<file path="src/rtl/div_sequencer.sv">
// Multi-cycle sequencer around a combinational divider: registers operands, waits
// SETTLE_CYCLES edges, captures remainder/quotient into HI/LO; handles /0 and bus loads.
module div_sequencer #(
  parameter int unsigned SETTLE_CYCLES = 4
) (
  input  logic        clock,
  input  logic        clr,
  input  logic        start,
  input  logic [31:0] dividend,
  input  logic [31:0] divisor,
  output logic        ready,
  output logic        busy,
  output logic [31:0] div_a,
  output logic [31:0] div_b,
  input  logic [64:0] div_c,
  output logic        done,
  output logic        div_by_zero,
  input  logic [31:0] bus_in,
  input  logic        hi_ld,
  input  logic        lo_ld,
  output logic [31:0] hi_out,
  output logic [31:0] lo_out
);

  typedef enum logic {
    IDLE = 1'b0,
    WAIT = 1'b1
  } state_t;

  localparam logic [3:0] SETTLE_M1 = 4'(SETTLE_CYCLES - 1);

  state_t     state;
  state_t     state_nxt;
  logic [3:0] cnt;
  logic       accept;
  logic       capture;

  // Divider overflow bit carries no architectural meaning here.
  logic unused_div_c_msb;
  assign unused_div_c_msb = div_c[64];

  always_ff @(posedge clock or negedge clr) begin
    if (!clr) begin
      state <= IDLE;
    end else begin
      state <= state_nxt;
    end
  end

  always_comb begin
    state_nxt = state;
    accept    = 1'b0;
    capture   = 1'b0;
    case (state)
      IDLE: begin
        if (start) begin
          accept    = 1'b1;
          state_nxt = WAIT;
        end
      end
      WAIT: begin
        if (cnt == 4'd0) begin
          capture   = 1'b1;
          state_nxt = IDLE;
        end
      end
      default: state_nxt = IDLE;
    endcase
  end

  assign ready = (state == IDLE);
  assign busy  = ~ready;

  always_ff @(posedge clock or negedge clr) begin
    if (!clr) begin
      cnt         <= 4'd0;
      div_a       <= 32'd0;
      div_b       <= 32'd0;
      div_by_zero <= 1'b0;
      done        <= 1'b0;
    end else begin
      done <= capture;
      if (accept) begin
        div_a       <= dividend;
        div_b       <= divisor;
        div_by_zero <= (divisor == 32'd0);
        // Divide-by-zero needs no settle time, so it captures on the next edge.
        cnt         <= (divisor == 32'd0) ? 4'd0 : SETTLE_M1;
      end else if (state == WAIT && cnt != 4'd0) begin
        cnt <= cnt - 4'd1;
      end
    end
  end

  // A result capture takes priority over a simultaneous bus write.
  always_ff @(posedge clock or negedge clr) begin
    if (!clr) begin
      hi_out <= 32'd0;
      lo_out <= 32'd0;
    end else if (capture) begin
      hi_out <= div_by_zero ? div_a : div_c[63:32];
      lo_out <= div_by_zero ? 32'hFFFF_FFFF : div_c[31:0];
    end else begin
      if (hi_ld) hi_out <= bus_in;
      if (lo_ld) lo_out <= bus_in;
    end
  end

endmodule

</file>
<file path="config.mk">
export PLATFORM = sky130hd
export DESIGN_NAME = div_sequencer
export DESIGN_NICKNAME = d
export VERILOG_FILES = /design/src/rtl/div_sequencer.sv
export SDC_FILE = /design/constraint.sdc
export NUM_CORES = 1
export LEC_CHECK = 0
export ABC_CLOCK_PERIOD_IN_PS = 2200
export CAP_MARGIN = 40
export CORE_ASPECT_RATIO = 0.9
export CORE_MARGIN = 5
export CORE_UTILIZATION = 41
export DETAILED_ROUTE_END_ITERATION = 10
export PLACE_DENSITY = 0.78
export SLEW_MARGIN = 25
export SYNTH_ARGS = -nofsm -noshare
export SYNTH_HDL_FRONTEND = slang
export SYNTH_SLANG_ARGS = --single-unit
export TNS_END_PERCENT = 1
</file>
<file path="constraint.sdc">
create_clock -name clock -period 2.2 [get_ports clock]
set_clock_uncertainty 0.05 [all_clocks]
set_input_delay 0.22 -clock clock [delete_from_list [all_inputs] [get_ports clock]]
set_output_delay 0.22 -clock clock [all_outputs]
set_load 0.05 [all_outputs]
</file>
==> impl_metrics.py <==
metrics = {
    "final_layout": {
        "seqCellArea_um2": 3380,
        "fillCellCount": 1201,
        "syn2layout_area_growth_pct": 61.7,
        "post_route_cells_drive_above_1_share_pct": 6.78,
        "count_of_inserted_antenna_diode_cells": 0,
        "multi_input_comb_area_um2": 2570,
        "design.final.nets": 1083,
        "final_util_pct": 67.8,
        "final_instance_count_without_filler_cells": 1127,
    },
    "cts": {
        "htreeDepth": 4,
        "cts.path.max_buffers": 2,
        "tritoncts": "built",
        "clk_pin_slew_ns": 0.06,
        "clock_sink_count": 135,
        "tritoncts.num_buffers": 17,
        "clkLatencyLatePin_ns": 0.42,
        "cts.root.buffer_cell": "sky130_fd_sc_hd__clkbuf_16",
    },
    "worst_setup_path": {
        "setup.worst_path.start_class": "flop",
        "crit_path_max_incr_delay_ns": 0.91,
        "timing.critical_path.fanout_max": 7,
        "timing_worst_setup_path_type": "reg2out",
        "slowest_stage_cell_cp": "sky130_fd_sc_hd__clkdlybuf4s50_1",
        "worstPathArrival_ns": 1.86,
        "path_delay_family": "buffers and inverters",
        "crit_required_ns": 1.93,
        "timing.critical_path.cells": "clkdlybuf4s50_1",
        "crit_path_end_kind": "primary output",
        "path_buf_inv": 1,
    },
    "synthesis": {
        "synth_sequential_area_ratio_pct": 54.8,
        "post_synth_num_cell_types": 28,
        "yosys.area.top_type_share_pct": 54.8,
        "post_synth_edffs": 0,
        "postSynthNetCount": 801,
        "post_synth_main_area_contributors": "sky130_fd_sc_hd__dfrtp_1 (55%), sky130_fd_sc_hd__nand2_1 (12%), sky130_fd_sc_hd__mux2i_1 (10%)",
        "post_synth_instance_area_um2": 6170,
        "syn-mean-instance-area_um2": 9.73,
        "yosysWarningCount": 0,
        "synth.cells.most_frequent": "sky130_fd_sc_hd__nand2_1 (197), sky130_fd_sc_hd__dfrtp_1 (135), sky130_fd_sc_hd__a21oi_1 (64), sky130_fd_sc_hd__mux2i_1 (64), sky130_fd_sc_hd__nor3_1 (34)",
        "synth.largest_area_cell": "sky130_fd_sc_hd__dfrtp_1",
        "ys_seq_elements": 135,
        "synth-main-ff-cell": "sky130_fd_sc_hd__dfrtp_1",
        "synth.most_common_cell": "sky130_fd_sc_hd__nand2_1",
        "syn_inst": 634,
        "synth-async-reset-ratio_pct": 100,
    },
    "sta": {
        "report.final.hold_viol_count": 0,
        "period_needed_ns": 2.13,
        "rsz0062_at_grt": "no",
        "slew_worst_pin_ns": 0.602,
        "max_freq_ghz": 0.469,
        "slew_viol_final": 0,
        "setup_viol": 0,
        "finalCritPeriodShare_pct": 96.8,
        "setup_ws_ns": 0.0700,
        "timing.setup.tns_ns": 0,
        "timing.slew.headroom_pct": 59.9,
    },
    "pwr": {
        "vdd_ir_drop_max_v": 0.00107,
        "switching_share_pct": 48.1,
        "cellLeakagePower_uw": 0.00445,
        "internal-power_uw": 8430,
        "switching_power_uw": 7830,
        "p_comb_share_pct": 55.6,
        "power.share.sequential_pct": 27.2,
        "power.density_nw_per_um2": 1630,
        "pwr-share-clk_pct": 17.3,
    },
    "routing": {
        "vias_per_cell": 4.98,
        "drtIter0Drc": 235,
        "drtPass1Iterations": 4,
        "route.antenna.remaining_nets": 0,
        "num_vias": 5616,
        "remaining_drc_errors": 0,
        "drt-total-wl_mm": 20.1,
        "wire_per_inst_um": 17.8,
    },
    "grt": {
        "most_used_layer_global_route": "met2",
        "largest_net_degree_at_the_start_of_global_routing": 77,
        "initial_antenna_violation_count": 0,
        "global_route_congestion_overflow_total": 0,
        "via_count_of_the_first_global_routing_pass": 5511,
        "grt_util_all_layers_pct": 22.3,
        "grt_first_pass_wirelength_mm": 30.7,
        "use_met3_pct": 7.79,
        "gr-usage-met2_pct": 37.1,
        "groute.layer.met1.usage_pct": 27.6,
    },
    "floorplanning": {
        "die_w_um": 139,
        "die_h_um": 126,
        "floorplan.initialDensity_pct": 41.9,
        "die-area_um2": 17600,
        "floorplan.rows": 42,
        "placeableCoreArea_um2": 14700,
        "num_io_pins": 298,
    },
    "min_path": {
        "hold_path.class": "in2reg",
    },
    "flow_run": {
        "drv.max_cap_violation_count": 0,
    },
    "placed_design": {
        "dpl.cell_count": 1094,
        "gp_congestion": 0.789,
        "port-buffer-count": 296,
        "place_worst_setup_slack_ns": 0.357,
        "post-dp-hpwl_mm": 14.6,
    },
    "run_status": {
        "status": "completed",
    },
}
==> kinds of logic (layout without fill, tap and decap cells) <==
| kind of cell | Yosys count | count (layout) | synth area share (%) |
|---|---|---|---|
| adder cells (fa/ha/maj) | 1 | 1 | 0.203 |
| buffers and inverters | 50 | 345 | 3.93 |
| AO/OA/AOI/OAI | 101 | 101 | 10.6 |
| flip-flops | 135 | 135 | 54.8 |
| XOR/XNOR | 1 | 1 | 0.142 |
| AND/OR/NAND/NOR | 282 | 282 | 19.9 |
| multiplexers | 64 | 64 | 10.4 |
==> sequential cells by signal (all words and copies together) (netlist names) <==
name,cells
div_a,32
div_b,32
hi_out,32
lo_out,32
cnt,4
busy,1
div_by_zero,1
done,1
==> repair_timing <==
item | in CTS | in global routing
resized for setup | 1 | 0
setup buffers | 0 | 0
endpoints found under the hold margin | 59 | 0
setup endpoints to repair | 1 | 0
hold buffers | 1 | 0
==> per-layer routing <==
metal  up-vias  routed length, um
met3        30               1630
met5         -                  0
li1       2727                  -
met1      2646               8350
met2       213               9650
met4         0                435
==> final timing paths <==
path,slack [ns],cells after the start,startpoint,to
setup / recovery,0.07,1,busy,busy
hold / removal,0.28,3,dividend[11],div_a[11]
setup reg to reg,0.35,7,cnt[0],hi_out[2]
hold reg to reg,0.42,2,div_b[4],div_b[4]
max in group asynchronous,1.13,3,clr,done
min in group asynchronous,0.32,2,clr,div_a[11]
==> area by class of cell <==
type                       count  area share (%)
tap                          198            2.48
multi-input combinational    449            25.7
inverter                       4           0.151
sequential                   135            33.9
clock buffer                  24            4.93
timing repair buffer         309            31.8
clock inverter                 8           0.953
==> stage by stage <==
stage / area [um2] / hold WS (ns) / total power [uW]
floorplan: 6170 / -0.126 / 10100
global placement: 9380 / 0.205 / 13400
detailed placement: 9380 / 0.201 / 13500
CTS: 9970 / 0.265 / 16400
global route: 9970 / 0.273 / 17000
finish: 9970 / 0.280 / 16300
==> placed cells by master, fill, tap and decap left out, types with 10 or more instances in the layout <==
cell,Yosys,final
sky130_fd_sc_hd__nor2b_1,33,32
sky130_fd_sc_hd__clkdlybuf4s50_1,0,291
sky130_fd_sc_hd__a21oi_1,64,64
sky130_fd_sc_hd__a211oi_2,13,13
sky130_fd_sc_hd__nand2_1,197,195
sky130_fd_sc_hd__buf_12,0,10
sky130_fd_sc_hd__nor3_1,34,34
sky130_fd_sc_hd__mux2i_1,64,64
sky130_fd_sc_hd__clkbuf_16,0,17
sky130_fd_sc_hd__dfrtp_1,135,134
sky130_fd_sc_hd__a211oi_1,19,19
==> power by group through the flow <==
stage               registers, uW  logic [uW]  clock network (uW)
global route                 4580        9450                2970
detailed placement           4440        9060                   0
floorplan                    8420        1690                   0
global placement             4400        8990                   0
CTS                          4420        9100                2860
finish                       4420        9030                2810
Note: power is estimated with default switching activity, not from simulation.
